### src/rtl/pc_stack_unit.sv
// Program counter with integrated circular or guarded return stack; one op per en strobe, single-cycle.
// Define PC_STACK_GUARD_EN for a guarded stack: full CALLs and empty RETURNs are refused and flagged.
module pc_stack_unit #(
  parameter int              PC_W         = 9,
  parameter int              STACK_DEPTH  = 2,
  parameter logic [PC_W-1:0] RESET_VECTOR = '0
) (
  input  logic                             clk,
  input  logic                             rst_n,
  input  logic                             en,
  input  logic [2:0]                       op,
  input  logic [PC_W-1:0]                  jump_addr,
  output logic [PC_W-1:0]                  pc_out,
  output logic [$clog2(STACK_DEPTH+1)-1:0] stack_level,
  output logic                             stack_ovf,
  output logic                             stack_unf
);
  localparam int LVL_W = $clog2(STACK_DEPTH + 1);
  localparam int SP_W  = (STACK_DEPTH > 1) ? $clog2(STACK_DEPTH) : 1;

  localparam logic [2:0] OP_HOLD     = 3'b000;
  localparam logic [2:0] OP_INC      = 3'b001;
  localparam logic [2:0] OP_SKIP     = 3'b010;
  localparam logic [2:0] OP_GOTO     = 3'b011;
  localparam logic [2:0] OP_CALL     = 3'b100;
  localparam logic [2:0] OP_RETURN   = 3'b101;
  localparam logic [2:0] OP_LOAD_LOW = 3'b110;
  localparam logic [2:0] OP_SOFT_RST = 3'b111;

  logic [PC_W-1:0]  pc_q, pc_d;
  logic [PC_W-1:0]  stack_q [STACK_DEPTH];
  logic [SP_W-1:0]  sp_q, sp_d;
  logic [LVL_W-1:0] lvl_q, lvl_d;
  logic             ovf_q, ovf_d;
  logic             unf_q, unf_d;
  logic             push;

  logic [PC_W-1:0]  pc_inc, pc_skip, pc_masked;
  logic [SP_W-1:0]  sp_inc, sp_dec;
  logic             full, empty;

  assign pc_inc    = pc_q + PC_W'(1);
  assign pc_skip   = pc_q + PC_W'(2);
  // CALL and PCL writes only carry the low bits; the page bit is forced low.
  assign pc_masked = {1'b0, jump_addr[PC_W-2:0]};
  assign sp_inc    = (sp_q == SP_W'(STACK_DEPTH - 1)) ? '0 : sp_q + SP_W'(1);
  assign sp_dec    = (sp_q == '0) ? SP_W'(STACK_DEPTH - 1) : sp_q - SP_W'(1);
  assign full      = (lvl_q == LVL_W'(STACK_DEPTH));
  assign empty     = (lvl_q == '0);

  always_comb begin
    pc_d  = pc_q;
    sp_d  = sp_q;
    lvl_d = lvl_q;
    ovf_d = ovf_q;
    unf_d = unf_q;
    push  = 1'b0;
    if (en) begin
      case (op)
        OP_HOLD:     pc_d = pc_q;
        OP_INC:      pc_d = pc_inc;
        OP_SKIP:     pc_d = pc_skip;
        OP_GOTO:     pc_d = jump_addr;
        OP_CALL: begin
          pc_d = pc_masked;
`ifdef PC_STACK_GUARD_EN
          if (full) begin
            ovf_d = 1'b1;
          end else begin
            push  = 1'b1;
            sp_d  = sp_inc;
            lvl_d = lvl_q + LVL_W'(1);
          end
`else
          // Circular stack: a push when full overwrites the oldest entry.
          push = 1'b1;
          sp_d = sp_inc;
          if (!full) lvl_d = lvl_q + LVL_W'(1);
`endif
        end
        OP_RETURN: begin
`ifdef PC_STACK_GUARD_EN
          if (empty) begin
            pc_d  = RESET_VECTOR;
            unf_d = 1'b1;
          end else begin
            sp_d  = sp_dec;
            pc_d  = stack_q[sp_dec];
            lvl_d = lvl_q - LVL_W'(1);
          end
`else
          sp_d = sp_dec;
          pc_d = stack_q[sp_dec];
          if (!empty) lvl_d = lvl_q - LVL_W'(1);
`endif
        end
        OP_LOAD_LOW: pc_d = pc_masked;
        OP_SOFT_RST: pc_d = RESET_VECTOR;
        default:     pc_d = pc_q;
      endcase
    end
  end

  always_ff @(posedge clk) begin
    if (!rst_n) begin
      pc_q  <= RESET_VECTOR;
      sp_q  <= '0;
      lvl_q <= '0;
      ovf_q <= 1'b0;
      unf_q <= 1'b0;
      for (int i = 0; i < STACK_DEPTH; i++) stack_q[i] <= '0;
    end else begin
      pc_q  <= pc_d;
      sp_q  <= sp_d;
      lvl_q <= lvl_d;
      ovf_q <= ovf_d;
      unf_q <= unf_d;
      if (push) stack_q[sp_q] <= pc_inc;
    end
  end

  assign pc_out      = pc_q;
  assign stack_level = lvl_q;
  assign stack_ovf   = ovf_q;
  assign stack_unf   = unf_q;
endmodule
### config.mk
export PLATFORM = sky130hd
export DESIGN_NAME = pc_stack_unit
export DESIGN_NICKNAME = d
export VERILOG_FILES = /design/src/rtl/pc_stack_unit.sv
export SDC_FILE = /design/constraint.sdc
export NUM_CORES = 1
export LEC_CHECK = 0
export ABC_AREA = 1
export ABC_CLOCK_PERIOD_IN_PS = 1500
export CAP_MARGIN = 20
export CORE_MARGIN = 2
export CORE_UTILIZATION = 50
export DETAILED_ROUTE_END_ITERATION = 7
export MAX_ROUTING_LAYER = met4
export PLACE_DENSITY = 0.74
export SYNTH_ARGS = -nofsm -noshare
export SYNTH_HDL_FRONTEND = slang
export SYNTH_SLANG_ARGS = --single-unit
export TNS_END_PERCENT = 1
### constraint.sdc
create_clock -name clk -period 1.5 [get_ports clk]
set_input_delay 0.3 -clock clk [delete_from_list [all_inputs] [get_ports clk]]
set_output_delay 0.3 -clock clk [all_outputs]
set_load 0.01 [all_outputs]
==> summary.txt <==
Critical path
  • Slowest-stage cell, CP: clkdlybuf4s50_1
  • Largest stage delay, worst path: 540 ps
  • Critical Path End Type: output port
  • Setup CP Type: reg2out
  • Buf/Inv on CP: 1
  • Crit-path cells: clkdlybuf4s50_1
  • Worst Path Max Fanout: 8
  • CP arrival: 1220 ps
  • Crit path launch type: flip-flop
  • WP data required: 1200 ps
  • Top Family by Delay on Critical Path: buffers and inverters

Detailed routing
  • Overall routed net length: 4820 um
  • DRT Pass-1 Iters: 4
  • Routed len/inst: 13.1 um
  • DRT antenna net count: 0
  • Via density: 5.07
  • DR vias: 1,859
  • Initial drt markers: 110
  • DRC: 0

Final layout
  • Commonest non-fill, non-tap cells in the layout: nand2_1, inv_1, nor2_1, buf_4, edfxtp_1
  • Area Overhead vs Synth: 31.0%
  • Fin cells: 367
  • Nets: 335
  • Fin area: 0.00253 sq mm
  • Share of layout cells above drive strength 1: 20.7%
  • Commonest non-fill, non-tap cell in the layout: nand2_1
  • Antenna diodes: 0

Floorplanning
  • Die X: 66.1 um
  • Top Ports: 28
  • Die height: 66.1 um
  • Placeable core region: 0.00369 sq mm
  • Starting Density: 52.3%
  • Die ar.: 0.00437 sq mm
  • FP Rows: 22

Clock network
  • Skew-Pair Late Insertion Delay: 290 ps
  • Total clock sinks: 30
  • Hold bufs inserted after CTS: 0
  • Bufs on Longest Clock Path: 2
  • CTS buffer count: 5
  • H-tree depth: 2
  • Clk slew on worst S/H paths: 70 ps
  • Clock Tree Root: clkbuf_8
  • CTS tree: built

Global routing
  • Total GRT Usage: 25.0%
  • Vias in the first global route: 1,720
  • Pin count of the biggest net entering global routing: 13
  • First-pass GRT wire length: 7770 um
  • Initial antenna violation count: 0
  • Grt total ovfl: 0

STA
  • Final Hold Vio Count: 0
  • Setup Skew: 3.97 ps
  • Hold slack final: 524 ps
  • Final Max Tran Viols: 0
  • Final WS setup: -17.2 ps
  • Count of final setup violators: 1
  • Final Cycle Share: 101%
  • RSZ-0062 raised after global routing: yes
  • Tmin final: 1520 ps
  • Fmax: 659 MHz

Power
  • P_sw: 585 uW
  • Max rail drop VDD: 0.660 mV
  • Static leakage: 1.20 nW
  • Clock power share: 31.8%
  • Sw Ratio: 29.3%
  • PwrDens: 790 mW/mm^2
  • Internal: 1.41 mW
  • Combinational Power Share: 20.9%
  • Seq pwr share: 47.3%

Placement
  • Post-DP HPWL: 3680 um
  • Placer Congestion: 0.934
  • Post-Place Cells: 358
  • DP Area: 0.00241 sq mm
  • IO buf count: 25

Hold path
  • Hold crit path type: reg2reg

Yosys
  • Register bit total from synthesis: 30
  • Mean Syn Cell Area: 7.31 sq um
  • Post-synth cell types: 35
  • Syn Inst Count: 264
  • Sequential-to-total area share from yosys stat: 40.5%
  • Synthesized cell area: 0.00193 sq mm
  • Ys Warns: 0

Status
  • Violated checks: setup timing
  • Status: finished with violations

Job
  • Max cap viols: 0
synthesized netlist by cell type (all sizes together):
master   instances  share of area, %
a21oi           15               4.3
a31oi            1              0.32
buf              5               1.9
clkbuf           1              0.39
conb             1              0.19
dfxtp           12                12
edfxtp          18                28
ha               2               1.3
inv             44               8.7
nand2           69                14
nand3           20               6.4
nand4            5               2.3
nor2            40               9.1
nor3             5               1.6
o2111ai          1              0.45
o211ai           2              0.78
o21ai           15               4.5
o21bai           1              0.39
or2              2              0.65
xor2             5               2.3
registers in the layout, indices dropped and copies added (netlist names):
signal / cells
stack_q: 18
pc_out: 9
stack_level: 2
sp_q: 1
area by class of cell:
class | instances | area, sq um
timing repair buffer | 52 | 460
inverter | 44 | 170
clock buffer | 5 | 68.8
fill | 315 | 1160
multi-input combinational | 185 | 965
tap | 48 | 60.1
clock inverter | 3 | 16.3
sequential | 30 | 787
metrics by stage:
step	power, mW	TNS, ps	utilization [%]	setup slack [ps]
2_1_floorplan	1.18	0	-	86.7
3_3_place_gp	1.37	-8790	65.3	-280
3_5_place_dp	1.38	-9050	65.3	-337
4_1_cts	1.99	-91.0	67.3	-50.5
5_1_grt	2.08	-199	68.5	-57.2
6_report	2.00	-17.2	68.5	-17.2
layer usage:
| layer | vias to the layer above | routed length (um) | global-route usage, % |
|---|---|---|---|
| met5 | - | 0 | - |
| met4 | 0 | 95 | 11.5 |
| met3 | 11 | 296 | 3.92 |
| met2 | 74 | 2300 | 39.9 |
| met1 | 828 | 2140 | 31.2 |
| li1 | 946 | - | - |
power by group through the flow:
stage                     combinational, mW  sequential [mW]  clock (mW)
after floorplan                       0.211            0.969           0
after global placement                0.411            0.959           0
after detailed placement              0.415            0.960           0
after CTS                             0.406            0.943       0.640
after global routing                  0.460            0.948       0.673
final                                 0.417            0.944       0.636
worst paths after layout:
kind	cells past startpoint	start	end	slack (ps)
worst max-delay path	1	pc_out[3]	pc_out[3]	-20
worst min-delay path	2	pc_out[5]	pc_out[5]	520
worst max register to register	6	pc_out[1]	stack_q[1][6]	90
worst min register to register	2	pc_out[5]	pc_out[5]	520
repair_timing:
item	CTS	global route
pin swaps	0	2
setup buffers	0	1
gates cloned	0	0
gates resized for setup	13	13
setup endpoints to repair	13	36
cells by family (layout without fill, tap and decap cells):
| logic type | count (synthesis) | after routing | synth area share [%] |
|---|---|---|---|
| fa+ha+maj | 2 | 2 | 1.30 |
| other cells | 1 | 2 | 0.194 |
| compound gates | 35 | 35 | 10.7 |
| xor+xnor | 5 | 5 | 2.27 |
| flops | 30 | 30 | 40.5 |
| simple gates | 141 | 141 | 34.1 |
| buf+inv | 50 | 104 | 11.0 |
No activity file was read; power rests on OpenSTA's default activity.
